### src/rtl/serial_adder_pkg.sv
// Shared definitions for the bit-serial adder: default operand width and
// the FSM state encoding used by serial_adder.
package serial_adder_pkg;

    localparam int DEFAULT_WIDTH = 8;

    // FSM state encoding
    localparam logic [1:0] ST_IDLE = 2'd0;
    localparam logic [1:0] ST_RUN  = 2'd1;
    localparam logic [1:0] ST_DONE = 2'd2;

endpackage

### src/rtl/serial_adder_full_adder.sv
// One-bit full adder built as two cascaded half adders whose carries are
// merged by an OR. Used once by serial_adder for its bit-serial datapath.
module full_adder (
    input  logic a,
    input  logic b,
    input  logic cin,
    output logic s,
    output logic cout
);

    logic ha0_s;
    logic ha0_c;
    logic ha1_c;

    // First half adder: operand bits
    assign ha0_s = a ^ b;
    assign ha0_c = a & b;

    // Second half adder: partial sum with incoming carry
    assign s     = ha0_s ^ cin;
    assign ha1_c = ha0_s & cin;

    // Either half adder may produce the carry, never both
    assign cout  = ha0_c | ha1_c;

endmodule

### src/rtl/serial_adder.sv
// Bit-serial adder. An accepted start captures both operands; the sum is then
// formed one bit per clock, LSB first, through a single full adder. After
// WIDTH processing edges the result and carry-out are registered to the
// outputs and done pulses for one cycle.
module serial_adder
    import serial_adder_pkg::*;
#(
    parameter int WIDTH = DEFAULT_WIDTH
) (
    input  logic             clk,
    input  logic             rst_n,
    input  logic             start,
    input  logic [WIDTH-1:0] a,
    input  logic [WIDTH-1:0] b,
    output logic             busy,
    output logic             done,
    output logic [WIDTH-1:0] sum,
    output logic             cout
);

    // One extra bit so the counter can reach WIDTH without wrapping
    localparam int CNT_W = $clog2(WIDTH) + 1;
    localparam logic [CNT_W-1:0] LAST_BIT = CNT_W'(WIDTH - 1);

    logic [1:0]       state_q, state_d;
    logic [WIDTH-1:0] a_sr_q, a_sr_d;
    logic [WIDTH-1:0] b_sr_q, b_sr_d;
    logic [WIDTH-1:0] res_q, res_d;
    logic             carry_q, carry_d;
    logic [CNT_W-1:0] cnt_q, cnt_d;
    logic [WIDTH-1:0] sum_q, sum_d;
    logic             cout_q, cout_d;

    logic             fa_s;
    logic             fa_c;

    full_adder u_full_adder (
        .a    (a_sr_q[0]),
        .b    (b_sr_q[0]),
        .cin  (carry_q),
        .s    (fa_s),
        .cout (fa_c)
    );

    // Next-state logic: operand capture, per-bit shift, and result hand-off
    always_comb begin
        state_d = state_q;
        a_sr_d  = a_sr_q;
        b_sr_d  = b_sr_q;
        res_d   = res_q;
        carry_d = carry_q;
        cnt_d   = cnt_q;
        sum_d   = sum_q;
        cout_d  = cout_q;

        case (state_q)
            ST_IDLE, ST_DONE: begin
                if (start) begin
                    a_sr_d  = a;
                    b_sr_d  = b;
                    carry_d = 1'b0;
                    cnt_d   = '0;
                    state_d = ST_RUN;
                end else begin
                    state_d = ST_IDLE;
                end
            end
            ST_RUN: begin
                // start is deliberately not looked at here
                a_sr_d  = a_sr_q >> 1;
                b_sr_d  = b_sr_q >> 1;
                res_d   = {fa_s, res_q[WIDTH-1:1]};
                carry_d = fa_c;
                cnt_d   = cnt_q + CNT_W'(1);
                if (cnt_q == LAST_BIT) begin
                    sum_d   = {fa_s, res_q[WIDTH-1:1]};
                    cout_d  = fa_c;
                    state_d = ST_DONE;
                end
            end
            default: begin
                state_d = ST_IDLE;
            end
        endcase
    end

    // State and datapath registers, all cleared by the asynchronous reset
    always_ff @(posedge clk or negedge rst_n) begin
        if (!rst_n) begin
            state_q <= ST_IDLE;
            a_sr_q  <= '0;
            b_sr_q  <= '0;
            res_q   <= '0;
            carry_q <= 1'b0;
            cnt_q   <= '0;
            sum_q   <= '0;
            cout_q  <= 1'b0;
        end else begin
            state_q <= state_d;
            a_sr_q  <= a_sr_d;
            b_sr_q  <= b_sr_d;
            res_q   <= res_d;
            carry_q <= carry_d;
            cnt_q   <= cnt_d;
            sum_q   <= sum_d;
            cout_q  <= cout_d;
        end
    end

    // DONE lasts exactly one cycle, so done can be decoded from the state
    assign busy = (state_q == ST_RUN);
    assign done = (state_q == ST_DONE);
    assign sum  = sum_q;
    assign cout = cout_q;

endmodule

### config.mk
export PLATFORM = sky130hd
export DESIGN_NAME = serial_adder
export DESIGN_NICKNAME = d
export VERILOG_FILES = /design/src/rtl/serial_adder_pkg.sv /design/src/rtl/serial_adder_full_adder.sv /design/src/rtl/serial_adder.sv
export SDC_FILE = /design/constraint.sdc
export NUM_CORES = 1
export LEC_CHECK = 0
export ABC_AREA = 1
export ABC_CLOCK_PERIOD_IN_PS = 2600
export CAP_MARGIN = 10
export CORE_ASPECT_RATIO = 0.9
export CORE_MARGIN = 1
export CORE_UTILIZATION = 49
export CTS_BUF_LIST = sky130_fd_sc_hd__clkbuf_2 sky130_fd_sc_hd__clkbuf_4 sky130_fd_sc_hd__clkbuf_8
export CTS_CLUSTER_SIZE = 24
export DETAILED_ROUTE_END_ITERATION = 10
export GPL_TIMING_DRIVEN = 0
export PLACE_DENSITY = 0.76
export SYNTH_ARGS = -nofsm -noshare
export SYNTH_HDL_FRONTEND = slang
export SYNTH_SLANG_ARGS = --single-unit
### constraint.sdc
create_clock -name clk -period 2.6 [get_ports clk]
set_input_delay 0.26 -clock clk [delete_from_list [all_inputs] [get_ports clk]]
set_output_delay 0.26 -clock clk [all_outputs]
set_load 0.1 [all_outputs]
==> results of run 1 <==
[layer usage]
metal  global-route usage, %  part of all wire (%)  vias up
met5                       0                     0        -
met4                   9.841                   2.1        0
met3                   6.102                   3.4        6
met2                   30.08                    46       24
met1                   27.18                    49      634
li1                        -                     -      712
[cell families after synthesis]
kind of cell / synth area share, %
AOI/OAI and AO/OA: 2.335
adders and majority gates: 1.898
buffers and inverters: 6.861
DFF: 56.93
and+or+nand+nor: 31.97
[registers in the layout, indices dropped and copies added (netlist names)]
register	count
res_q	7
cnt_q	4
cout	1
sum	8
a_sr_q	8
state_q	2
b_sr_q	8
carry_q	1
[power breakdown]
part | leakage (nW) | internal, mW | switching [mW]
clock | 0.0547 | 0.292 | 0.206
combinational | 0.619 | 0.432 | 1.09
sequential | 0.490 | 0.879 | 0.177
total | 1.16 | 1.60 | 1.47
[layout make-up]
class,count,area [um2]
buffer,5,35.03
clock buffer,6,76.32
clock inverter,1,30.03
fill,283,1028
inverter,22,82.58
multi-input combinational,150,620.6
sequential,39,975.9
tap,42,52.55
timing repair buffer,29,284.0
[cells in the mapped netlist, drive strengths merged]
cell,instances
nor2,6
nand4,1
or2,1
buf,5
o21ai,7
a21oi,1
inv,22
ha,1
dfrtp,39
nand3,4
fa,1
nand2,128
[final timing paths]
| path | startpoint | end | slack [ns] |
|---|---|---|---|
| max | state_q[0]$_DFFE_PN0P_ | busy | 0.15 |
| min | rst_n | sum[5]$_DFFE_PN0P_ | 0.07 |
| max reg2reg | cnt_q[0]$_DFFE_PN0P_ | sum[2]$_DFFE_PN0P_ | 1.20 |
| min reg2reg | res_q[2]$_DFFE_PN0P_ | sum[1]$_DFFE_PN0P_ | 0.47 |
| max in group asynchronous | rst_n | sum[0]$_DFFE_PN0P_ | 2.00 |
| min in group clk | res_q[2]$_DFFE_PN0P_ | sum[1]$_DFFE_PN0P_ | 0.47 |
[what timing repair did]
item                                    in CTS  in global routing
hold endpoints to repair                     0                  0
gates resized for setup                      1                  0
endpoints found under the setup margin       1                  0
[worst max-delay path: stages (launching register included)]
cell,delay [ns]
dfrtp_1,0.41
inv_1,0.11
nor2_4,0.24
buf_2,0.27
dlygate4sd2_1,0.87
==> flow_summary.yaml, run 1 <==
run_status:
  outcome: "complete, no violations"
placed_design:
  dp.final_hpwl_mm: 2.231
  gp_congestion: 0.7988
  port_buffers: 29
  dpl.cell_count: 287
  placed_area_um2: 2052
  post-place-ws_ns: 0.1676
final_layout:
  nNetsFinal: 273
  utilization_pct: 67.71
  final_cell_mix: "127 x nand2_1, 39 x dfrtp_1, 27 x clkdlybuf4s50_1"
  antenna_cells: 0
  fin_cells: 294
  syn2layout_area_growth_pct: 25.84
  final_common_cell: "nand2_1"
  layout-drive-gt1-share_pct: 6.746
  stdcell_area_um2: 2157
yosys:
  synth_nets: 237
  avgSynthCellArea_um2: 7.936
  synth-seq-cells: 39
  netlist_instances: 216
  synth_top_cell_area_share_pct: 56.93
  ys_seq_area_share_pct: 56.93
  synth_area_leaders: "dfrtp_1 57%, nand2_1 28%, inv_1 4.8%, o21ai_0 2.0%, buf_4 1.8%"
  syn_area_um2: 1714
  synth_top_area_cell: "dfrtp_1"
  ys_warn_count: 0
  ys_types: 16
clock_network:
  htree_levels: 2
  cts.clk_slew.worst_paths_ns: 0.07
  cts_tree: "yes"
  root_buffer: "clkbuf_8"
  worstSkewPairLatency_ns: 0.30
  cts_buffers: 5
  clock_path_buffers: 2
  cts_setup_buffers: 0
  cts_sinks: 39
  holdBufCountCts: 0
sta:
  drv_slew: 0
  fin_ws_ns: 0.1479
  setup_tns_ns: 0
  finalHoldViolations: 0
  worst_hold_slack_ns: 0.06536
  fin_crit_sh_pct: 94.31
  worstMarginPinSlew_ns: 0.9793
  finalSetupViolCount: 0
  rsz0062_at_grt: "false"
  max_freq_mhz: 407.8
  skew_ns: 0.008573
  period_minus_slack_ns: 2.452
  slew_headroom_pct: 34.51
global_routing:
  grt_pass1_wl_mm: 5.533
  overflow: 0
  antenna_found_initial: 0
  grt_usage_pct: 20.22
  grt_max_degree: 40
  grt_pass1_vias: 1247
floorplan:
  die_h_um: 58.11
  design.core.area_um2: 3186
  rows: 19
  initial_core_util_pct: 53.81
  io_pins: 30
  die_w_um: 64.35
  dieArea_um2: 3739
drt:
  first_pass_iters: 4
  wl_per_cell_um: 11.32
  routed_via_density: 4.680
  drtIter0Drc: 134
  drc: 0
  wl_mm: 3.327
  drtAntennaViolNets: 0
  vias: 1376
worst_setup_path:
  critPathCaptureType: "output pin"
  crit_fanout: 10
  cp.required_ns: 2.34
  arrival_ns: 2.19
  path_class: "flip-flop to output pin"
  startpoint_type: "flip-flop"
  reg2reg_depth: 6
pwr:
  p_leak_nw: 1.164
  power.density_nw_per_um2: 1423
  ir_drop_uv: 958.3
  p_total_mw: 3.071
min_path:
  hold_path.class: "input pin to asynchronous set/reset pin"
run:
  maxCapViolCount: 0
Note: power is estimated with default switching activity, not from simulation.
==> run 2, diff against run 1 <==
CELL_PAD_IN_SITES_DETAIL_PLACEMENT = 0   (was default)
CELL_PAD_IN_SITES_GLOBAL_PLACEMENT = 1   (was default)
CORE_MARGIN = default   (was 1)
CORE_UTILIZATION = 43   (was 49)
PLACE_DENSITY = 0.88   (was 0.76)
TNS_END_PERCENT = 20   (was default)
==> flow_summary.yaml, run 2 (synthesis gave the netlist of run 1 again) <==
worst_setup_path:
  startpoint_type: "flip-flop"
  critical_path_buf_inv_count: 3
  critPathCaptureType: "output pin"
  path_class: "flip-flop to output pin"
  cp-startpoint: "state_q[0]$_DFFE_PN0P_"
  critPathSlowestCell: "dlygate4sd2_1"
  path_delay_family: "buffers and inverters"
  regToRegStartpoint: "state_q[0]$_DFFE_PN0P_"
  max_stage_delay_ns: 0.89
  crit_fanout: 10
  arrival_ns: 2.18
  crit_chain: "inv_1, nor2_4, buf_2, dlygate4sd2_1"
  cp.required_ns: 2.34
drt:
  vias: 1332
  wl_per_cell_um: 10.56
  wl_mm: 3.156
  drtAntennaViolNets: 0
  routed_via_density: 4.455
  first_pass_iters: 4
  drc: 0
  drtIter0Drc: 80
sta:
  skew_ns: 0.002909
  worst_hold_slack_ns: 0.07277
  rsz0062_at_grt: "false"
  fin_crit_sh_pct: 93.74
  drv_slew: 0
  finalSetupViolCount: 0
  fin_ws_ns: 0.1627
  max_freq_mhz: 410.3
  worstMarginPinSlew_ns: 0.9604
  period_minus_slack_ns: 2.437
  finalHoldViolations: 0
  slew_headroom_pct: 35.77
  setup_tns_ns: 0
pwr:
  power.density_nw_per_um2: 1392
  ir_drop_uv: 590.9
  p_leak_nw: 1.164
floorplan:
  rows: 21
  dieArea_um2: 4244
  die_h_um: 61.90
  io_pins: 30
  initial_core_util_pct: 45.62
  design.core.area_um2: 3757
  die_w_um: 68.56
min_path:
  hold_path.class: "input pin to asynchronous set/reset pin"
placed_design:
  port_buffers: 29
  dp.final_hpwl_mm: 2.144
  dpl.cell_count: 291
  post-place-ws_ns: 0.1720
  gp_congestion: 0.7233
global_routing:
  overflow: 0
  grt_pass1_wl_mm: 5.112
  grt_pass1_vias: 1159
  antenna_found_initial: 0
  grt_usage_pct: 17.34
  grt_max_degree: 40
run:
  maxCapViolCount: 0
clock_network:
  cts_tree: "yes"
  holdBufCountCts: 0
  cts.clk_slew.worst_paths_ns: 0.07
  cts_buffers: 5
  htree_levels: 2
  cts_sinks: 39
  clock_path_buffers: 2
  root_buffer: "clkbuf_8"
  worstSkewPairLatency_ns: 0.28
final_layout:
  fin_cells: 299
  antenna_cells: 0
  utilization_pct: 57.48
  layout-drive-gt1-share_pct: 7.115
  final_cell_mix: "127 x nand2_1, 39 x dfrtp_1, 27 x clkdlybuf4s50_1"
  final_common_cell: "nand2_1"
  nFillCells: 361
  nNetsFinal: 273
  syn2layout_area_growth_pct: 25.99
run_status:
  outcome: "complete, no violations"
-- run 2: cell count changes in the layout (fill, tap and decap cells not counted) --
| cell | delta |
|---|---|
| clkbuf_8 | +2 |
| bufinv_16 | -1 |
-- run 2: worst paths after layout --
check	to	slack (ns)	cells past startpoint
setup / recovery	busy	0.16	4
hold / removal	res_q[2]$_DFFE_PN0P_	0.07	1
setup reg to reg	b_sr_q[2]$_DFFE_PN0P_	1.24	6
hold reg to reg	a_sr_q[7]$_DFFE_PN0P_	0.47	2
max in group asynchronous	cout$_DFFE_PN0P_	2.00	1
min in group clk	a_sr_q[7]$_DFFE_PN0P_	0.47	2
-- run 2: timing repair --
item                       CTS  global route
resized for setup            1             0
buffers inserted             0             0
setup endpoints to repair    1             0
-- run 2: where the power goes --
group / switching, mW / internal [mW]
sequential: 0.167 / 0.879
combinational: 1.08 / 0.431
clock: 0.196 / 0.252
total: 1.44 / 1.56
-- run 2: layer usage --
metal | vias to the layer above | track usage [%] | wire, um
met3 | 4 | 6.022 | 85
met1 | 598 | 22.24 | 1590
li1 | 712 | - | -
met2 | 18 | 26.89 | 1431
met5 | - | 0 | 0
met4 | 0 | 7.143 | 49
-- run 2: cell type report --
type                       count  area (um2)  share of cell area [%]
sequential                    39       975.9                   45.19
multi-input combinational    150       620.6                   28.74
timing repair buffer          29       284.0                   13.15
clock buffer                   8       103.9                   4.809
inverter                      22       82.58                   3.824
tap                           46       57.56                   2.665
buffer                         5       35.03                   1.622
-- run 2: through the flow --
stage / power [mW] / instance area (um2)
after floorplan: 2.209 / 1714
after global placement: 2.567 / 2062
after detailed placement: 2.583 / 2057
after CTS: 3.040 / 2160
after global routing: 3.253 / 2160
final: 3.006 / 2160
